File: config.mk
export PLATFORM = sky130hd
export DESIGN_NAME = imm_extend_pipe
export DESIGN_NICKNAME = d
export VERILOG_FILES = /design/src/rtl/imm_pkg.sv /design/src/rtl/imm_extend_core.sv /design/src/rtl/imm_extend_pipe.sv
export SDC_FILE = /design/constraint.sdc
export NUM_CORES = 1
export LEC_CHECK = 0
export CAP_MARGIN = 20
export CORE_ASPECT_RATIO = 1.25
export CORE_UTILIZATION = 65
export CTS_CLUSTER_SIZE = 14
export DETAILED_ROUTE_END_ITERATION = 10
export DONT_BUFFER_PORTS = 1
export PLACE_DENSITY = 0.84
export SETUP_SLACK_MARGIN = 0.3
export SYNTH_ARGS = -nofsm -noshare
export SYNTH_HDL_FRONTEND = slang
export SYNTH_HIERARCHICAL = 1
export SYNTH_SLANG_ARGS = --single-unit
File: constraint.sdc
create_clock -name CLK -period 3.3 [get_ports CLK]
set_input_delay 0.99 -clock CLK [delete_from_list [all_inputs] [get_ports CLK]]
set_output_delay 0.99 -clock CLK [all_outputs]
set_load 0.01 [all_outputs]
File: src/rtl/imm_pkg.sv
// Shared definitions for the pipelined LEGv8 immediate extender: format
// encodings, instruction field positions and the sign-extension helper.
package imm_pkg;

  localparam int IMM_W      = 26;
  localparam int MOV_LANE_W = 16;

  typedef enum logic [2:0] {
    IMM_I    = 3'b000,
    IMM_D    = 3'b001,
    IMM_B    = 3'b010,
    IMM_CB   = 3'b011,
    IMM_MOVZ = 3'b100,
    IMM_MOVN = 3'b101,
    IMM_MOVK = 3'b110,
    IMM_ILL  = 3'b111
  } imm_ctrl_e;

  localparam int I_MSB   = 21;
  localparam int I_LSB   = 10;
  localparam int D_MSB   = 20;
  localparam int D_LSB   = 12;
  localparam int B_MSB   = 25;
  localparam int B_LSB   = 0;
  localparam int CB_MSB  = 23;
  localparam int CB_LSB  = 5;
  localparam int MOV_MSB = 20;
  localparam int MOV_LSB = 5;
  localparam int HW_MSB  = 22;
  localparam int HW_LSB  = 21;

  // Park the field's MSB at bit 63, then arithmetic-shift it back down so the
  // sign fills everything above it.
  function automatic logic [63:0] sextField(input logic [IMM_W-1:0] imm,
                                            input int msb, input int lsb);
    logic signed [63:0] t;
    t = $signed({imm, 38'b0});
    t = t <<< (IMM_W - 1 - msb);
    t = t >>> (63 - msb + lsb);
    return t;
  endfunction

endpackage

File: src/rtl/imm_extend_core.sv
// Combinational format decode, sign/zero extension, MOV lane shift and mask.
// Optional macro IMM_BR_SCALE_EN turns B/CB word offsets into byte offsets.
module imm_extend_core
  import imm_pkg::*;
#(
  parameter int DATA_W = 64
) (
  input  logic [IMM_W-1:0]  imm_i,
  input  logic [2:0]        ctrl_i,
  output logic [DATA_W-1:0] imm_o,
  output logic [DATA_W-1:0] mask_o,
  output logic              err_o
);

`ifdef IMM_BR_SCALE_EN
  localparam int BR_SHIFT = 2;
`else
  localparam int BR_SHIFT = 0;
`endif

  logic [1:0]        hw;
  logic [5:0]        laneShift;
  logic [DATA_W-1:0] movShift;
  logic [DATA_W-1:0] laneMask;
  logic              movFmt;
  logic              hwIllegal;

  // A 32-bit datapath has only two 16-bit lanes, so hw values 2 and 3 are illegal there.
  always_comb begin
    hw        = imm_i[HW_MSB:HW_LSB];
    laneShift = {hw, 4'b0000};
    movShift  = DATA_W'(64'(imm_i[MOV_MSB:MOV_LSB]) << laneShift);
    laneMask  = DATA_W'(64'({MOV_LANE_W{1'b1}}) << laneShift);
    movFmt    = ctrl_i[2] && (ctrl_i != IMM_ILL);
    hwIllegal = (DATA_W == 32) && hw[1];

    imm_o  = '0;
    mask_o = '0;
    err_o  = 1'b0;
    case (imm_ctrl_e'(ctrl_i))
      IMM_I:    imm_o = DATA_W'(sextField(imm_i, I_MSB, I_LSB));
      IMM_D:    imm_o = DATA_W'(sextField(imm_i, D_MSB, D_LSB));
      IMM_B:    imm_o = DATA_W'(sextField(imm_i, B_MSB, B_LSB) << BR_SHIFT);
      IMM_CB:   imm_o = DATA_W'(sextField(imm_i, CB_MSB, CB_LSB) << BR_SHIFT);
      IMM_MOVZ: imm_o = movShift;
      IMM_MOVN: imm_o = ~movShift;
      IMM_MOVK: begin
        imm_o  = movShift;
        mask_o = laneMask;
      end
      default:  err_o = 1'b1;
    endcase

    if (movFmt && hwIllegal) begin
      imm_o  = '0;
      mask_o = '0;
      err_o  = 1'b1;
    end
  end

endmodule

File: src/rtl/imm_extend_pipe.sv
// Two-stage elastic immediate extender: S1 holds the raw request, S2 the
// extended result that drives the outputs. Optional macro: IMM_BR_SCALE_EN.
module imm_extend_pipe
  import imm_pkg::*;
#(
  parameter int DATA_W = 64,
  parameter int TAG_W  = 5
) (
  input  logic              CLK,
  input  logic              Reset_L,
  input  logic              flush,
  input  logic              in_valid,
  output logic              in_ready,
  input  logic [IMM_W-1:0]  in_imm,
  input  logic [2:0]        in_ctrl,
  input  logic [TAG_W-1:0]  in_tag,
  output logic              out_valid,
  input  logic              out_ready,
  output logic [DATA_W-1:0] out_imm,
  output logic [DATA_W-1:0] out_mask,
  output logic [2:0]        out_ctrl,
  output logic [TAG_W-1:0]  out_tag,
  output logic              out_err
);

  logic              rdy_q;
  logic              s1Valid_q, s1Valid_d;
  logic [IMM_W-1:0]  s1Imm_q;
  logic [2:0]        s1Ctrl_q;
  logic [TAG_W-1:0]  s1Tag_q;
  logic              s2Valid_q, s2Valid_d;
  logic [DATA_W-1:0] s2Imm_q;
  logic [DATA_W-1:0] s2Mask_q;
  logic [2:0]        s2Ctrl_q;
  logic [TAG_W-1:0]  s2Tag_q;
  logic              s2Err_q;

  logic              s2Adv;
  logic              s1Adv;
  logic              accept;
  logic              s2Load;
  logic [DATA_W-1:0] extImm;
  logic [DATA_W-1:0] extMask;
  logic              extErr;

  imm_extend_core #(.DATA_W(DATA_W)) u_core (
    .imm_i  (s1Imm_q),
    .ctrl_i (s1Ctrl_q),
    .imm_o  (extImm),
    .mask_o (extMask),
    .err_o  (extErr)
  );

  // in_ready depends only on state and flush, never on in_valid.
  always_comb begin
    s2Adv     = !s2Valid_q || out_ready;
    s1Adv     = !s1Valid_q || s2Adv;
    in_ready  = rdy_q && s1Adv && !flush;
    accept    = in_valid && in_ready;
    s2Load    = s2Adv && s1Valid_q && !flush;
    s1Valid_d = flush ? 1'b0 : (s1Adv ? accept    : s1Valid_q);
    s2Valid_d = flush ? 1'b0 : (s2Adv ? s1Valid_q : s2Valid_q);
  end

  always_ff @(posedge CLK or negedge Reset_L) begin
    if (!Reset_L) begin
      rdy_q     <= 1'b0;
      s1Valid_q <= 1'b0;
      s1Imm_q   <= '0;
      s1Ctrl_q  <= '0;
      s1Tag_q   <= '0;
      s2Valid_q <= 1'b0;
      s2Imm_q   <= '0;
      s2Mask_q  <= '0;
      s2Ctrl_q  <= '0;
      s2Tag_q   <= '0;
      s2Err_q   <= 1'b0;
    end else begin
      rdy_q     <= 1'b1;
      s1Valid_q <= s1Valid_d;
      s2Valid_q <= s2Valid_d;
      if (accept) begin
        s1Imm_q  <= in_imm;
        s1Ctrl_q <= in_ctrl;
        s1Tag_q  <= in_tag;
      end
      if (s2Load) begin
        s2Imm_q  <= extImm;
        s2Mask_q <= extMask;
        s2Ctrl_q <= s1Ctrl_q;
        s2Tag_q  <= s1Tag_q;
        s2Err_q  <= extErr;
      end
    end
  end

  assign out_valid = s2Valid_q;
  assign out_imm   = s2Imm_q;
  assign out_mask  = s2Mask_q;
  assign out_ctrl  = s2Ctrl_q;
  assign out_tag   = s2Tag_q;
  assign out_err   = s2Err_q;

endmodule

==> results.cfg <==
[grt]
grt_pass1_wl_um = 31600
antenna_found_initial = 1
grt_use_total_pct = 25.8
grt_overflow = 0
grt_max_degree = 175
first_global_vias = 5597

[run_status]
status = finished, final reports clean

[worst_setup_path]
cp_num_cells = 2
worstPathArrival_ps = 1370
path_cells = nand3b_4 -> and3b_2
rr_startpoint = s1Imm_q[21]
required_ps = 2310
cp-start-kind = input port
slowest_stage = and3b_2
critPathLaunch = out_ready
slowest_delay_ps = 250
worstSetupEndpointType = output port
criticalPathCategory = in2out
crit_fanout = 3
crit_buf_inv = 0
critPathTopFamily = simple AND/OR/NAND/NOR gates
ff2ff_path_depth = 5

[clock_network]
cts-root-buf = clkbuf_16
clk_latency_ps = 420
cts_setup_buffers = 0
cts_max_level = 4
path_clk_slew_ps = 70
clockBufferDepth = 2
cts_made_buffers = 17
cts_tree = built
postCtsHoldBufs = 0
cts_resized = 0
cts.sinks = 174

[floorplanning]
start_util_pct = 66.9
core_um2 = 15000
dieArea_um2 = 16000
die_w_um = 113
die_h_um = 141
fp-row-count = 50
ios = 178

[cells_and_area]
final_core_util_pct = 66.3
fin_nets = 689
fin_area_um2 = 9960
area_growth_pct = -0.897
drive_gt1_share_pct = 37.0

[routing]
drt-vias-per-instance = 6.44
ant_nets = 0
dr.pass1.iters = 6
drt-wirelength-per-cell_um = 23.9
drt-total-wl_um = 20200
met3_length_um = 1690
drc = 0
wl_met1_um = 8210
vias = 5445
drt_iter0_drc = 379
topRoutingLayerUsed = met4
met2_length_um = 9730

[yosys]
synthCells = 747
ys_async_sr_fraction_pct = 100
syn-num-nets = 786
synth-edff-count = 0
avgSynthCellArea_um2 = 13.4
ys_warn_count = 6
syn-cell-area_um2 = 10000
synth_cell_type_count = 45
ys_seq_elements = 174
seq_area_frac_synth_pct = 43.3
synth_ff_type = dfrtp_1

[placement]
placed_area_um2 = 9370
dp_slack_ps = 891
gp_congestion = 0.804
io_buffers = 0
dp_hpwl_um = 13000

[timing]
fin_crit_sh_pct = 71.6
slew_headroom_pct = 44.4
max_freq_mhz = 423
max_slew.worst_pin.slew_ps = 834
rsz0062_at_grt = no
layout_setup_ws_ps = 938
drv_slew = 0
final.min_clock_period_ps = 2360
skew_ps = 10.8
hold_viol_final = 0
setup_violations = 0
fin_setup_tns_ps = 0

[run]
max-cap-violations = 0

[pwr]
power_per_cell_area_nw_per_um2 = 746
irDropWorstVdd_v = 0.000461
p_leak_nw = 4.60

[worst_hold_path]
hp-class = in2async
[per-layer routing]
metal  global-route usage, %  vias up
met3                    8.13       41
met4                    11.7        0
met5                       0        -
li1                        -     2403
met1                    32.4     2772
met2                    40.7      229
[power breakdown]
part | leakage (nW) | internal (W) | total (W) | switching, W
clock | 0.277 | 0.00114 | 0.00198 | 0.000845
sequential | 2.21 | 0.00270 | 0.00357 | 0.000879
combinational | 2.11 | 0.00111 | 0.00187 | 0.000758
[state kept, by name (all words and copies together) (netlist names)]
register   flops
out_err        1
s1Imm_q       26
s1Valid_q      1
rdy_q          1
s1Ctrl_q       3
out_valid      1
s1Tag_q        5
out_tag        5
out_mask      64
out_imm       64
out_ctrl       3
[through the flow]
step                      instances  total power, W  hold WS [ps]
after floorplan                 747         0.00506           475
after detailed placement        813         0.00546           501
after global routing            845         0.00776           243
final                           845         0.00743           263
after global placement          813         0.00535           489
after CTS                       844         0.00747           246
[cells by family (layout without fill, tap and decap cells)]
group,count (synthesis),in the layout,share of synthesized area [%]
flip-flops,174,174,43.3
multiplexers,253,253,34.6
buffers and inverters,134,49,10.7
AO/OA/AOI/OAI,70,70,3.92
XOR/XNOR,1,1,0.0872
other,1,2,0.0373
AND/OR/NAND/NOR,114,114,7.36
[synthesized netlist by cell type, types with 2 or more instances]
| cell type | count | area (um^2) |
|---|---|---|
| a21o_1 | 2 | 15.0 |
| a21oi_1 | 55 | 275 |
| a221oi_1 | 2 | 17.5 |
| a22oi_1 | 2 | 15.0 |
| a32oi_1 | 2 | 17.5 |
| and3_1 | 2 | 12.5 |
| and3b_1 | 2 | 17.5 |
| buf_1 | 5 | 18.8 |
| buf_12 | 17 | 340 |
| buf_2 | 16 | 80.1 |
| buf_4 | 63 | 473 |
| buf_6 | 5 | 56.3 |
| clkbuf_1 | 25 | 93.8 |
| dfrtp_1 | 174 | 4350 |
| inv_1 | 3 | 11.3 |
| mux2_1 | 3 | 33.8 |
| mux2_2 | 32 | 360 |
| mux2_4 | 139 | 2090 |
| mux2i_1 | 63 | 631 |
| mux4_2 | 16 | 360 |
| nand2b_1 | 2 | 12.5 |
| nand3_1 | 25 | 125 |
| nand3b_1 | 33 | 248 |
| nor2_1 | 20 | 75.1 |
| nor2b_1 | 4 | 25.0 |
| nor3b_1 | 13 | 97.6 |
| o211ai_1 | 3 | 22.5 |
| or3b_2 | 2 | 17.5 |
[layout by cell type, fill, tap and decap left out, drive strengths merged, types with 3 or more instances in the layout]
cell type / synthesis / final
buf: 106 / 15
nand3b: 34 / 34
and3b: 3 / 3
clkinvlp: 0 / 3
a21oi: 55 / 55
nor3b: 14 / 14
o211ai: 3 / 3
inv: 3 / 7
nor2b: 5 / 5
mux4: 16 / 16
nand3: 25 / 25
mux2: 174 / 174
clkinv: 0 / 3
mux2i: 63 / 63
clkbuf: 25 / 19
dfrtp: 174 / 174
nor2: 21 / 21
[cell type report]
cell class	count	area (um^2)
fill	1048	5060
multi-input combinational	439	4630
sequential	174	4360
clock buffer	19	443
tap	182	228
timing repair buffer	15	150
clock inverter	12	136
inverter	3	11.3
antenna	1	2.50
[final timing paths]
check	endpoint	slack, ps
worst max-delay path	in_ready	940
worst min-delay path	out_mask[12]	260
worst max register to register	out_imm[11]	990
worst min register to register	out_tag[4]	520
max in group asynchronous	out_imm[34]	2880
min in group CLK	out_tag[4]	520
No activity file was read; power rests on OpenSTA's default activity.
